File: config.mk
export PLATFORM = sky130hd
export DESIGN_NAME = isr_fetch_decoder_flat
export DESIGN_NICKNAME = d
export VERILOG_FILES = /design/src/rtl/nabu_cpu_pkg.sv /design/src/rtl/isr_fetch_decoder_if.sv /design/src/rtl/isr_fetch_decoder_bus_sync.sv /design/src/rtl/isr_fetch_decoder.sv /design/src/flat_wrapper.sv
export SDC_FILE = /design/constraint.sdc
export NUM_CORES = 1
export LEC_CHECK = 0
export ABC_AREA = 1
export ABC_CLOCK_PERIOD_IN_PS = 1100
export CORE_ASPECT_RATIO = 1.25
export CORE_MARGIN = 5
export CORE_UTILIZATION = 49
export DETAILED_ROUTE_END_ITERATION = 6
export PLACE_DENSITY = 0.77
export REMOVE_ABC_BUFFERS = 1
export SKIP_LAST_GASP = 1
export SYNTH_ARGS = -nofsm -noshare
export SYNTH_HDL_FRONTEND = slang
export SYNTH_HIERARCHICAL = 1
export SYNTH_SLANG_ARGS = --single-unit
File: constraint.sdc
create_clock -name clk -period 1.1 [get_ports clk]
set_input_delay 0.22 -clock clk [delete_from_list [all_inputs] [get_ports clk]]
set_output_delay 0.22 -clock clk [all_outputs]
set_load 0.02 [all_outputs]
File: src/rtl/nabu_cpu_pkg.sv
// Shared Z80/Nabu CPU constants and the fetch-decoder state type.
package nabu_cpu_pkg;

  localparam logic [7:0] OP_CB     = 8'hCB;
  localparam logic [7:0] OP_DD     = 8'hDD;
  localparam logic [7:0] OP_ED     = 8'hED;
  localparam logic [7:0] OP_FD     = 8'hFD;
  localparam logic [7:0] OP_EI     = 8'hFB;
  localparam logic [7:0] OP_JP     = 8'hC3;
  localparam logic [7:0] OP_RETN_2 = 8'h45;

  typedef enum logic [1:0] {
    BASE   = 2'd0,
    PREFIX = 2'd1,
    IDX    = 2'd2
  } dec_state_e;

  function automatic logic is_idx_prefix(input logic [7:0] op);
    return (op == OP_DD) || (op == OP_FD);
  endfunction

endpackage

File: src/rtl/isr_fetch_decoder_if.sv
// Trap-control bundle: raw Z80 bus pins in, instruction-boundary qualifiers out.
interface isr_fetch_decoder_if;

  logic       m1_n;
  logic       mreq_n;
  logic       rd_n;
  logic       iorq_n;
  logic [7:0] data;
  logic       trap_state;
  logic       new_isr;
  logic       last_isr_jmp;
  logic [7:0] last_opcode;

  modport master (
    input  m1_n, mreq_n, rd_n, iorq_n, data, trap_state,
    output new_isr, last_isr_jmp, last_opcode
  );

  modport slave (
    output m1_n, mreq_n, rd_n, iorq_n, data, trap_state,
    input  new_isr, last_isr_jmp, last_opcode
  );

endinterface

File: src/rtl/isr_fetch_decoder_bus_sync.sv
// N-stage synchronizer (STAGES >= 2) for one raw bus strobe, async active-low reset.
module bus_sync #(
  parameter int   STAGES  = 2,
  parameter logic RST_VAL = 1'b0
) (
  input  logic clk,
  input  logic rst_n,
  input  logic d_i,
  output logic q_o
);

  logic [STAGES-1:0] sync_q;

  always_ff @(posedge clk or negedge rst_n) begin
    if (!rst_n) begin
      sync_q <= {STAGES{RST_VAL}};
    end else begin
      sync_q <= {sync_q[STAGES-2:0], d_i};
    end
  end

  assign q_o = sync_q[STAGES-1];

endmodule

File: src/rtl/isr_fetch_decoder.sv
// Z80 opcode-fetch watcher producing new_isr / last_isr_jmp for the trap logic.
// Optional: define ISR_RETN_EXIT_EN to let ED-45 (RETN) under trap also flag last_isr_jmp.
module isr_fetch_decoder
  import nabu_cpu_pkg::*;
#(
  parameter int         SYNC_STAGES = 2,
  parameter logic [7:0] JMP_OPCODE  = 8'hC3
) (
  input logic                 clk,
  input logic                 rst_n,
  isr_fetch_decoder_if.master bus
);

  logic m1_s, mreq_s, rd_s, iorq_s;

  // Syncs reset to asserted so nothing is trusted until m1_n is seen high.
  bus_sync #(.STAGES(SYNC_STAGES), .RST_VAL(1'b0)) u_sync_m1 (
    .clk(clk), .rst_n(rst_n), .d_i(bus.m1_n), .q_o(m1_s));
  bus_sync #(.STAGES(SYNC_STAGES), .RST_VAL(1'b0)) u_sync_mreq (
    .clk(clk), .rst_n(rst_n), .d_i(bus.mreq_n), .q_o(mreq_s));
  bus_sync #(.STAGES(SYNC_STAGES), .RST_VAL(1'b0)) u_sync_rd (
    .clk(clk), .rst_n(rst_n), .d_i(bus.rd_n), .q_o(rd_s));
  bus_sync #(.STAGES(SYNC_STAGES), .RST_VAL(1'b0)) u_sync_iorq (
    .clk(clk), .rst_n(rst_n), .d_i(bus.iorq_n), .q_o(iorq_s));

  dec_state_e state_q;
  logic       armed_q;
  logic       fetch_q;
  logic [7:0] shadow_q;
  logic       new_isr_q;
  logic       last_isr_jmp_q;
  logic [7:0] last_opcode_q;
`ifdef ISR_RETN_EXIT_EN
  logic       prefix_ed_q;
`endif

  logic fetch_det;
  logic fetch_end;
  logic inta_det;
  logic jp_hit;

  assign fetch_det = ~m1_s & ~mreq_s & ~rd_s;
  assign fetch_end = fetch_q & ~fetch_det & armed_q;
  assign inta_det  = armed_q & ~m1_s & ~iorq_s;
  assign jp_hit    = (shadow_q == JMP_OPCODE) & bus.trap_state;

  always_ff @(posedge clk or negedge rst_n) begin
    if (!rst_n) begin
      state_q        <= BASE;
      armed_q        <= 1'b0;
      fetch_q        <= 1'b0;
      shadow_q       <= 8'h00;
      new_isr_q      <= 1'b1;
      last_isr_jmp_q <= 1'b0;
      last_opcode_q  <= 8'h00;
`ifdef ISR_RETN_EXIT_EN
      prefix_ed_q    <= 1'b0;
`endif
    end else begin
      fetch_q <= fetch_det;
      if (fetch_det) shadow_q <= bus.data;
      if (m1_s)      armed_q  <= 1'b1;

      if (fetch_end) begin
        last_opcode_q  <= shadow_q;
        last_isr_jmp_q <= 1'b0;
`ifdef ISR_RETN_EXIT_EN
        prefix_ed_q    <= (shadow_q == OP_ED);
`endif
        case (state_q)
          BASE: begin
            last_isr_jmp_q <= jp_hit;
            if (shadow_q == OP_CB || shadow_q == OP_ED) begin
              state_q   <= PREFIX;
              new_isr_q <= 1'b0;
            end else if (is_idx_prefix(shadow_q)) begin
              state_q   <= IDX;
              new_isr_q <= 1'b0;
            end else begin
              state_q   <= BASE;
              new_isr_q <= (shadow_q != OP_EI);
            end
          end
          PREFIX: begin
            state_q   <= BASE;
            new_isr_q <= 1'b1;
`ifdef ISR_RETN_EXIT_EN
            last_isr_jmp_q <= prefix_ed_q & (shadow_q == OP_RETN_2) & bus.trap_state;
`endif
          end
          IDX: begin
            // DD/FD CB: displacement and operation follow as non-M1 reads
            if (is_idx_prefix(shadow_q)) begin
              state_q   <= IDX;
              new_isr_q <= 1'b0;
            end else if (shadow_q == OP_ED) begin
              state_q   <= PREFIX;
              new_isr_q <= 1'b0;
            end else begin
              state_q   <= BASE;
              new_isr_q <= 1'b1;
            end
          end
          default: begin
            state_q   <= BASE;
            new_isr_q <= 1'b1;
          end
        endcase
      end else if (inta_det) begin
        state_q        <= BASE;
        last_isr_jmp_q <= 1'b0;
      end
    end
  end

  assign bus.new_isr      = new_isr_q;
  assign bus.last_isr_jmp = last_isr_jmp_q;
  assign bus.last_opcode  = last_opcode_q;

endmodule

File: src/flat_wrapper.sv
// flat-port wrapper written by rule: the top's interface ports become plain ports
module isr_fetch_decoder_flat import nabu_cpu_pkg::*;
#(
  parameter int         SYNC_STAGES = 2,
  parameter logic [7:0] JMP_OPCODE  = 8'hC3
)
  (clk, rst_n, bus_m1_n, bus_mreq_n, bus_rd_n, bus_iorq_n, bus_data, bus_trap_state, bus_new_isr, bus_last_isr_jmp, bus_last_opcode);
  isr_fetch_decoder_if bus_i ();
  input logic clk;
  input logic rst_n;
  input wire logic [$bits(bus_i.m1_n)-1:0] bus_m1_n;
  input wire logic [$bits(bus_i.mreq_n)-1:0] bus_mreq_n;
  input wire logic [$bits(bus_i.rd_n)-1:0] bus_rd_n;
  input wire logic [$bits(bus_i.iorq_n)-1:0] bus_iorq_n;
  input wire logic [$bits(bus_i.data)-1:0] bus_data;
  input wire logic [$bits(bus_i.trap_state)-1:0] bus_trap_state;
  output wire logic [$bits(bus_i.new_isr)-1:0] bus_new_isr;
  output wire logic [$bits(bus_i.last_isr_jmp)-1:0] bus_last_isr_jmp;
  output wire logic [$bits(bus_i.last_opcode)-1:0] bus_last_opcode;
  assign bus_i.m1_n = bus_m1_n;
  assign bus_i.mreq_n = bus_mreq_n;
  assign bus_i.rd_n = bus_rd_n;
  assign bus_i.iorq_n = bus_iorq_n;
  assign bus_i.data = bus_data;
  assign bus_i.trap_state = bus_trap_state;
  assign bus_new_isr = bus_i.new_isr;
  assign bus_last_isr_jmp = bus_i.last_isr_jmp;
  assign bus_last_opcode = bus_i.last_opcode;
  isr_fetch_decoder #(.SYNC_STAGES(SYNC_STAGES), .JMP_OPCODE(JMP_OPCODE)) u_core (.clk(clk), .rst_n(rst_n), .bus(bus_i));
endmodule
* Yosys cells after proc, flatten, opt, wreduce, memory -nomap -nowiden
Cells that the tools add are included.
** Operators by class
- Equality and inequality tests :: 7
- Muxes and demuxes :: 15
- Bitwise operators :: 12
- Reduce and logical (&&, ||, !) cells :: 4
** Operators with widths (count)
- == test 8 bit, second input constant :: 5
- two-way mux 2 bit :: 5
- two-way mux 1 bit :: 8
- inequality test 8 bit, second input constant :: 1
- AND 1 bit :: 7
- NOT 1 bit :: 5
- one-hot mux 2 bit (2 select lines) :: 1
- == test 2 bit, second input constant :: 1
- logical NOT 2 bit :: 1
- logical OR 1 bit :: 2
- one-hot mux 1 bit (2 select lines) :: 1
- nonzero test 2 bit :: 1
** Storage, ports and cells
- Register bits :: 30
- Input bits :: 15
- Output and inout port bits :: 10
- Word-level logic and storage cells :: 49

* Longest topological paths before layout
Gate-level depths: netlist of the first run.
- Depth in word-level cells :: 7
- Gate-level depth with buffers :: 7
- Depth with buffers taken out :: 7

* Modules after synthesis
Netlist of the first run, hierarchy kept.
** By module, submodules not included
- isr_fetch_decoder :: times used 1, cells each 118, area each 993.5 µm², sequential area each 551.8 µm²
- bus_sync :: times used 4, cells each 2, area each 50.0 µm², sequential area each 50.0 µm²

* Worst setup path after synthesis of the first run
No wires, ideal clock.
- Kind :: reg2reg
- Start :: register u_core.u_sync_mreq.sync_q[1]
- End :: register u_core.last_isr_jmp_q (netlist: u_core/bus.last_isr_jmp)
- Setup time :: 0.065 ns
- Data arrival time :: 0.931 ns
- Data required time :: 1.035 ns
- Setup slack :: 0.104 ns
- Cell stages (with the launch flop) :: 7
- Path buffers :: 1
- Clock period less this slack :: 0.996 ns
- Cells stage by stage :: dfrtp_1 -> nor2_4 -> nand2_2 -> nand2_4 -> buf_8 -> nand3_1 -> nand2_1
** Between the ends
- Cells in the longest elaborated chain, start to end :: 7
- Elaborated cells between the ends (all ways) :: 8
- Classes of those cells :: 1 x mux; 6 x bitwise; 1 x reduce/logical
** RTL lines
- from (decl) :: line isr_fetch_decoder_bus_sync.sv:12 : logic [STAGES-1:0] sync_q;
- from (signal assigned) :: line isr_fetch_decoder_bus_sync.sv:16 : sync_q <= {STAGES{RST_VAL}};
- from (signal assigned) :: line isr_fetch_decoder_bus_sync.sv:18 : sync_q <= {sync_q[STAGES-2:0], d_i};
- NOT 1 bit (*) :: line isr_fetch_decoder.sv:42 : assign fetch_det = ~m1_s & ~mreq_s & ~rd_s;
- AND 1 bit (*) (2 in a row) :: line isr_fetch_decoder.sv:42
- NOT 1 bit (*) :: line isr_fetch_decoder.sv:43 : assign fetch_end = fetch_q & ~fetch_det & armed_q;
- AND 1 bit (*) (2 in a row) :: line isr_fetch_decoder.sv:43
- two-way mux 1 bit / nonzero test 2 bit (equally long branches)
- to (signal assigned) :: line isr_fetch_decoder.sv:72 : last_isr_jmp_q <= jp_hit;
- to (decl) :: line isr_fetch_decoder.sv:31 : logic last_isr_jmp_q;
Every way passes the cells marked *; elsewhere a longest branch is shown, timed or not.
A chain may end at the register's enable or synchronous reset.

* Worst setup path in the final report of the first run
- Start :: register u_core.new_isr_q (netlist: u_core/bus.new_isr)
- End :: output bus_new_isr
** RTL lines
- from (decl) :: line isr_fetch_decoder.sv:30 : logic new_isr_q;
- from (signal assigned) :: line isr_fetch_decoder.sv:81 : new_isr_q <= (shadow_q != OP_EI);
- to (decl) :: line flat_wrapper.sv:17 : output wire logic [$bits(bus_i.new_isr)-1:0] bus_new_isr;
No word-level cell between the ends.

==> flow_metrics.tcl, run 1 <==
set metrics [dict create \
    fmax_ghz 0.833 \
    cts_root_buf "clkbuf_4" \
    grt_usage_pct 17.6 \
    clkTransAtPathRegs_ps 90 \
    wirelength_um 2740 \
    swShare_pct 29.9 \
    yosysSeqAreaShare_pct 63.0 \
    cts_tree "done" \
    cts_buffers 5 \
    drc 0 \
    cp.arrival_ps 980 \
    combPwrFrac_pct 25.6 \
    worst_pin_slew_ps 210 \
    outcome "complete, but fails checks" \
    routed_via_density 4.87 \
    relSlewSlack_pct 86.0 \
    start_kind "flip-flop" \
    port_buffers 24 \
    die-area_um2 3530 \
    num_antenna_cells 0 \
    placed_area_um2 1510 \
    vias 1003 \
    rsz0062_at_grt "yes" \
    fin_setup_tns_ps -122 \
    ys_types 19 \
    drv_slew 0 \
    grt_pass1_vias 976 \
    synth_area_per_cell_um2 9.47 \
    timing_worst_setup_path_type "reg2out" \
    dr.first_iter.drc_count 21 \
    fin_crit_sh_pct 109 \
    cts_max_path_buffers 2 \
    die_width_um 54.1 \
    finalHoldViolCount 0 \
    rows 20 \
    yosys_warnings 6 \
    design_area_um2 1790 \
    worstPathRequired_ps 880 \
    mostFrequentLayoutCells "29 x dfrtp_1, 28 x nand2_1, 14 x clkdlybuf4s50_1" \
    layout_commonest_cell "dfrtp_1" \
    violations "negative setup slack" \
    path_buf_inv 1 \
    drive_above_1_share_pct 35.8 \
    nNetsFinal 187 \
    pwr-share-seq_pct 49.6 \
    antenna_found_initial 0 \
    detail-route-antenna-nets 0 \
    final.fill_count 156 \
    grt_pass1_wl_um 4340 \
    setup_ws_ps -101 \
    wl_per_cell_um 13.3 \
    core-area_um2 2380 \
    netlist_area_um2 1190 \
    p_total_w 0.00271 \
    p_per_area_nw_per_um2 1510 \
    synth_area_leaders "dfrtp_1 61%, nand2_1 11%, inv_1 4.7%" \
    p_int_w 0.00190 \
    fin_crit_ps 1200 \
    syn_inst 126 \
    dp_hpwl_um 1670 \
    yosysTopAreaCell "dfrtp_1" \
    crit_family "flip-flops" \
    io_pins 25 \
    place.gp.congestion 0.942 \
    insertion_delay_ps 330 \
    ys_ff_latch 30 \
    skew_ps 5.25 \
    max-cap-violations 0 \
    max_stage_delay_ps 540 \
    crit_path_end_kind "output pin" \
    cts_sinks 30 \
    p_switching_w 0.000808 \
    start_util_pct 50.2 \
    synth_top_area_share_pct 60.8 \
    grt_start_max_net_pins 31 \
    area_delta_synth_final_pct 49.9 \
    dieHeight_um 65.2 \
    final_util_pct 75.3 \
    hold_slack_ps 238 \
    clkPwrFrac_pct 24.7 \
    setup_violations 3 \
    cts_max_level 2 \
    crit_chain "buf_6" \
    slowest_stage "dfstp_2" \
    leakagePower_nw 0.860 \
    peakVddDrop_mv 1.04 \
    crit_fanout 2 \
    gr-total-overflow 0 \
    first_pass_iters 4 \
    hold_path_class "in2async" \
]
[layer usage]
| layer | wire [um] | track usage (%) |
|---|---|---|
| met1 | 1030 | 21.4 |
| met2 | 1470 | 26.0 |
| met3 | 164 | 5.90 |
| met4 | 80 | 11.2 |
| met5 | 0 | 0 |
[synthesized netlist by cell type]
master / count
nand3_1: 8
nand3b_1: 1
buf_6: 1
o21ai_0: 8
inv_1: 15
nand2_4: 1
or2_2: 1
dfstp_2: 1
a21oi_2: 1
nor3_1: 1
nand2_1: 34
o21ai_1: 6
dfrtp_1: 29
inv_2: 1
nor2_1: 13
nor2_4: 1
nand2_2: 1
buf_8: 1
nand4_1: 2
[per-stage QoR]
| stage | worst slack (ps) | cells |
|---|---|---|
| after floorplan | 67.4 | 124 |
| after global placement | -217 | 186 |
| after detailed placement | -228 | 186 |
| after CTS | -114 | 200 |
| after global routing | -145 | 206 |
| final | -101 | 206 |
[worst paths after layout]
check                                                      from                                endpoint  slack, ps  cells after the start
min                                                       rst_n    u_core/u_sync_m1/sync_q[1]$_DFF_PN0_        240                      2
max in group asynchronous                                 rst_n          u_core/bus.new_isr$_DFFE_PN1P_        620                      2
min in group clk                                     bus_iorq_n  u_core/u_sync_iorq/sync_q[0]$_DFF_PN0_        320                      1
max                              u_core/bus.new_isr$_DFFE_PN1P_                             bus_new_isr       -100                      1
max reg2reg                u_core/u_sync_rd/sync_q[1]$_DFF_PN0_   u_core/bus.last_opcode[1]$_DFFE_PN0P_        -10                      6
min reg2reg                u_core/u_sync_m1/sync_q[0]$_DFF_PN0_    u_core/u_sync_m1/sync_q[1]$_DFF_PN0_        360                      0
[flip-flops by register name (all words and copies together) (netlist names), 2 cells and up]
signal                     count
u_core/bus.last_opcode         8
u_core/state_q                 2
u_core/u_sync_rd/sync_q        2
u_core/u_sync_m1/sync_q        2
u_core/shadow_q                8
u_core/u_sync_mreq/sync_q      2
u_core/u_sync_iorq/sync_q      2
[worst reg2reg max path, stage by stage (launching register included)]
cell and delay [ps]:
dfrtp_1 400, nor2_4 150, nand2_4 120, nand2_8 120, buf_12 140, nand2_2 50, o21ai_1 60
[power groups by stage]
| stage | Sequential [W] | Combinational (W) | Clock (W) |
|---|---|---|---|
| final | 0.00134 | 0.000694 | 0.000670 |
| after detailed placement | 0.00134 | 0.000530 | 0 |
| after global placement | 0.00133 | 0.000520 | 0 |
| after floorplan | 0.00141 | 0.000163 | 0 |
| after CTS | 0.00132 | 0.000555 | 0.000693 |
| after global routing | 0.00136 | 0.000749 | 0.000739 |
[area by class of cell]
| type | instances | area [um2] | share of cell area [%] |
|---|---|---|---|
| multi-input combinational | 79 | 459 | 25.7 |
| clock buffer | 7 | 55.1 | 3.08 |
| sequential | 30 | 752 | 42.0 |
| clock inverter | 1 | 5.00 | 0.280 |
| tap | 33 | 41.3 | 2.31 |
| timing repair buffer | 40 | 409 | 22.9 |
| inverter | 16 | 67.6 | 3.78 |
[cell families after synthesis]
family / share of synthesized area, %
AOI/OAI and AO/OA: 6.60
buffers and inverters: 7.23
DFF: 63.0
and+or+nand+nor: 23.2
[what timing repair did]
item                                    4_1_cts  5_1_grt
pin swaps                                     1        8
buffers inserted                              5        6
gates cloned                                  1        0
hold buffers                                  0        0
resized for setup                            58       37
endpoints found under the setup margin       18       30
No activity file was read; power rests on OpenSTA's default activity.
==> run 2: changes to the inputs <==
Settings changed: ABC_CLOCK_PERIOD_IN_PS 1100 to 1500, CORE_UTILIZATION 49 to 35, PLACE_DENSITY 0.77 to not set, SLEW_MARGIN set to 10.
Clock period 1.1 ns to 1.5 ns, I/O delays scaled along.
==> flow_metrics.tcl, run 2 (synthesis results as in run 1) <==
set metrics [dict create \
    cts_max_level 2 \
    fin_crit_sh_pct 95.3 \
    post-place-ws_ps 92.9 \
    cts_tree "done" \
    fin_crit_ps 1430 \
    cp.arrival_ps 1130 \
    nNetsFinal 171 \
    vias 886 \
    rr_worst_depth 6 \
    die-area_um2 4690 \
    cts_sinks 30 \
    skew_ps 5.21 \
    drt-met1-wl_um 942 \
    path_buf_inv 1 \
    fmax_ghz 0.699 \
    layout_commonest_cell "nand2_1" \
    rsz0062_at_grt "no" \
    start_kind "flip-flop" \
    first_pass_iters 4 \
    worst_pin_slew_ps 375 \
    crit_family "flip-flops" \
    grt_pass1_wl_um 3920 \
    max-cap-violations 0 \
    post-cts-setup-buffers 0 \
    fin_setup_tns_ps 0 \
    die_width_um 62.2 \
    dr.max_layer_used "met4" \
    crit_cells 1 \
    finalHoldViolCount 0 \
    cts_root_buf "clkbuf_8" \
    drv_slew 0 \
    num_antenna_cells 0 \
    placedCellCount 186 \
    place.gp.congestion 0.877 \
    start_util_pct 36.7 \
    crit_fanout 2 \
    setup_ws_ps 69.9 \
    route.met2.wl_um 1130 \
    crit_chain "dlygate4sd2_1" \
    max_stage_delay_ps 520 \
    grt_pass1_vias 875 \
    drive_above_1_share_pct 10.2 \
    wl_met3_um 140 \
    cts_buffers 5 \
    p_per_area_nw_per_um2 1260 \
    reg2reg_from "u_core/u_sync_mreq/sync_q[1]$_DFF_PN0_" \
    grt_usage_pct 11.0 \
    io_pins 25 \
    hold_path_class "in2async" \
    final_cells 194 \
    hold_slack_ps 299 \
    peakVddDrop_mv 0.889 \
    port_buffers 24 \
    detail-route-antenna-nets 0 \
    r2r_slack_ps 350 \
    gr-total-overflow 0 \
    clkTransAtPathRegs_ps 60 \
    dp_hpwl_um 1700 \
    worstPathRequired_ps 1200 \
    setup_violations 0 \
    antenna_found_initial 0 \
    slowest_stage "dfstp_2" \
    routed_via_density 4.57 \
    wl_per_cell_um 11.7 \
    dr.first_iter.drc_count 26 \
    cp-startpoint "u_core/bus.new_isr$_DFFE_PN1P_" \
    drc 0 \
    dieHeight_um 75.3 \
    leakagePower_nw 0.769 \
    grt_start_max_net_pins 25 \
    rows 23 \
    timing_worst_setup_path_type "reg2out" \
    mostFrequentLayoutCells "34 x nand2_1, 29 x dfrtp_1, 15 x inv_1" \
    insertion_delay_ps 280 \
    cts_max_path_buffers 2 \
    relSlewSlack_pct 74.9 \
    outcome "completed" \
    core-area_um2 3250 \
    area_delta_synth_final_pct 30.4 \
    crit_path_end_kind "output pin" \
    wirelength_um 2270 \
]
==> run 2: final timing paths <==
| path | to |
|---|---|
| worst max register to register | u_core/state_q[0]$_DFFE_PN0P_ |
| max in group asynchronous | u_core/shadow_q[2]$_DFFE_PN0P_ |
| worst min-delay path | u_core/shadow_q[5]$_DFFE_PN0P_ |
| min in group clk | u_core/u_sync_iorq/sync_q[1]$_DFF_PN0_ |
| worst max-delay path | bus_new_isr |
| worst min register to register | u_core/u_sync_iorq/sync_q[1]$_DFF_PN0_ |
==> run 2: what timing repair did <==
action                                  in CTS  in global routing
hold buffers                                 0                  0
endpoints found under the setup margin      10                  0
resized for setup                           10                  0
hold endpoints to repair                     0                  0
==> run 2: metal layers <==
layer	vias up	GRT usage, %
li1	455	-
met1	405	12.2
met2	20	18.0
met3	6	5.01
met4	0	5.78
met5	-	0
==> run 2: stage by stage <==
stage / util (%) / instance area, um2 / total power (W)
global route: 47.9 / 1560 / 0.00208
CTS: 47.9 / 1560 / 0.00200
detailed placement: 45.3 / 1470 / 0.00135
floorplan: - / 1170 / 0.00115
global placement: 45.3 / 1470 / 0.00135
finish: 47.9 / 1560 / 0.00196
==> run 2: report_power, final <==
group	switching, W	internal [W]	leakage, nW	total, W
Combinational	0.000196	0.000137	0.354	0.000333
Sequential	0.0000551	0.000908	0.368	0.000963
Clock	0.000298	0.000368	0.0472	0.000666
==> run 2: cell type report <==
class	instances	area, um2
fillers	326	1700
flip-flops and latches	30	752
multi-input cells	78	355
repair buffers	25	248
clock buffers	6	82.6
inverters	16	60.1
well taps	37	46.3
clock inverters	2	12.5
==> run 3: changes to the inputs <==
Settings changed: CAP_MARGIN set to 5.
==> results of run 3 <==
Same layout as run 2: the final DEF is identical, and so are final timing and power.
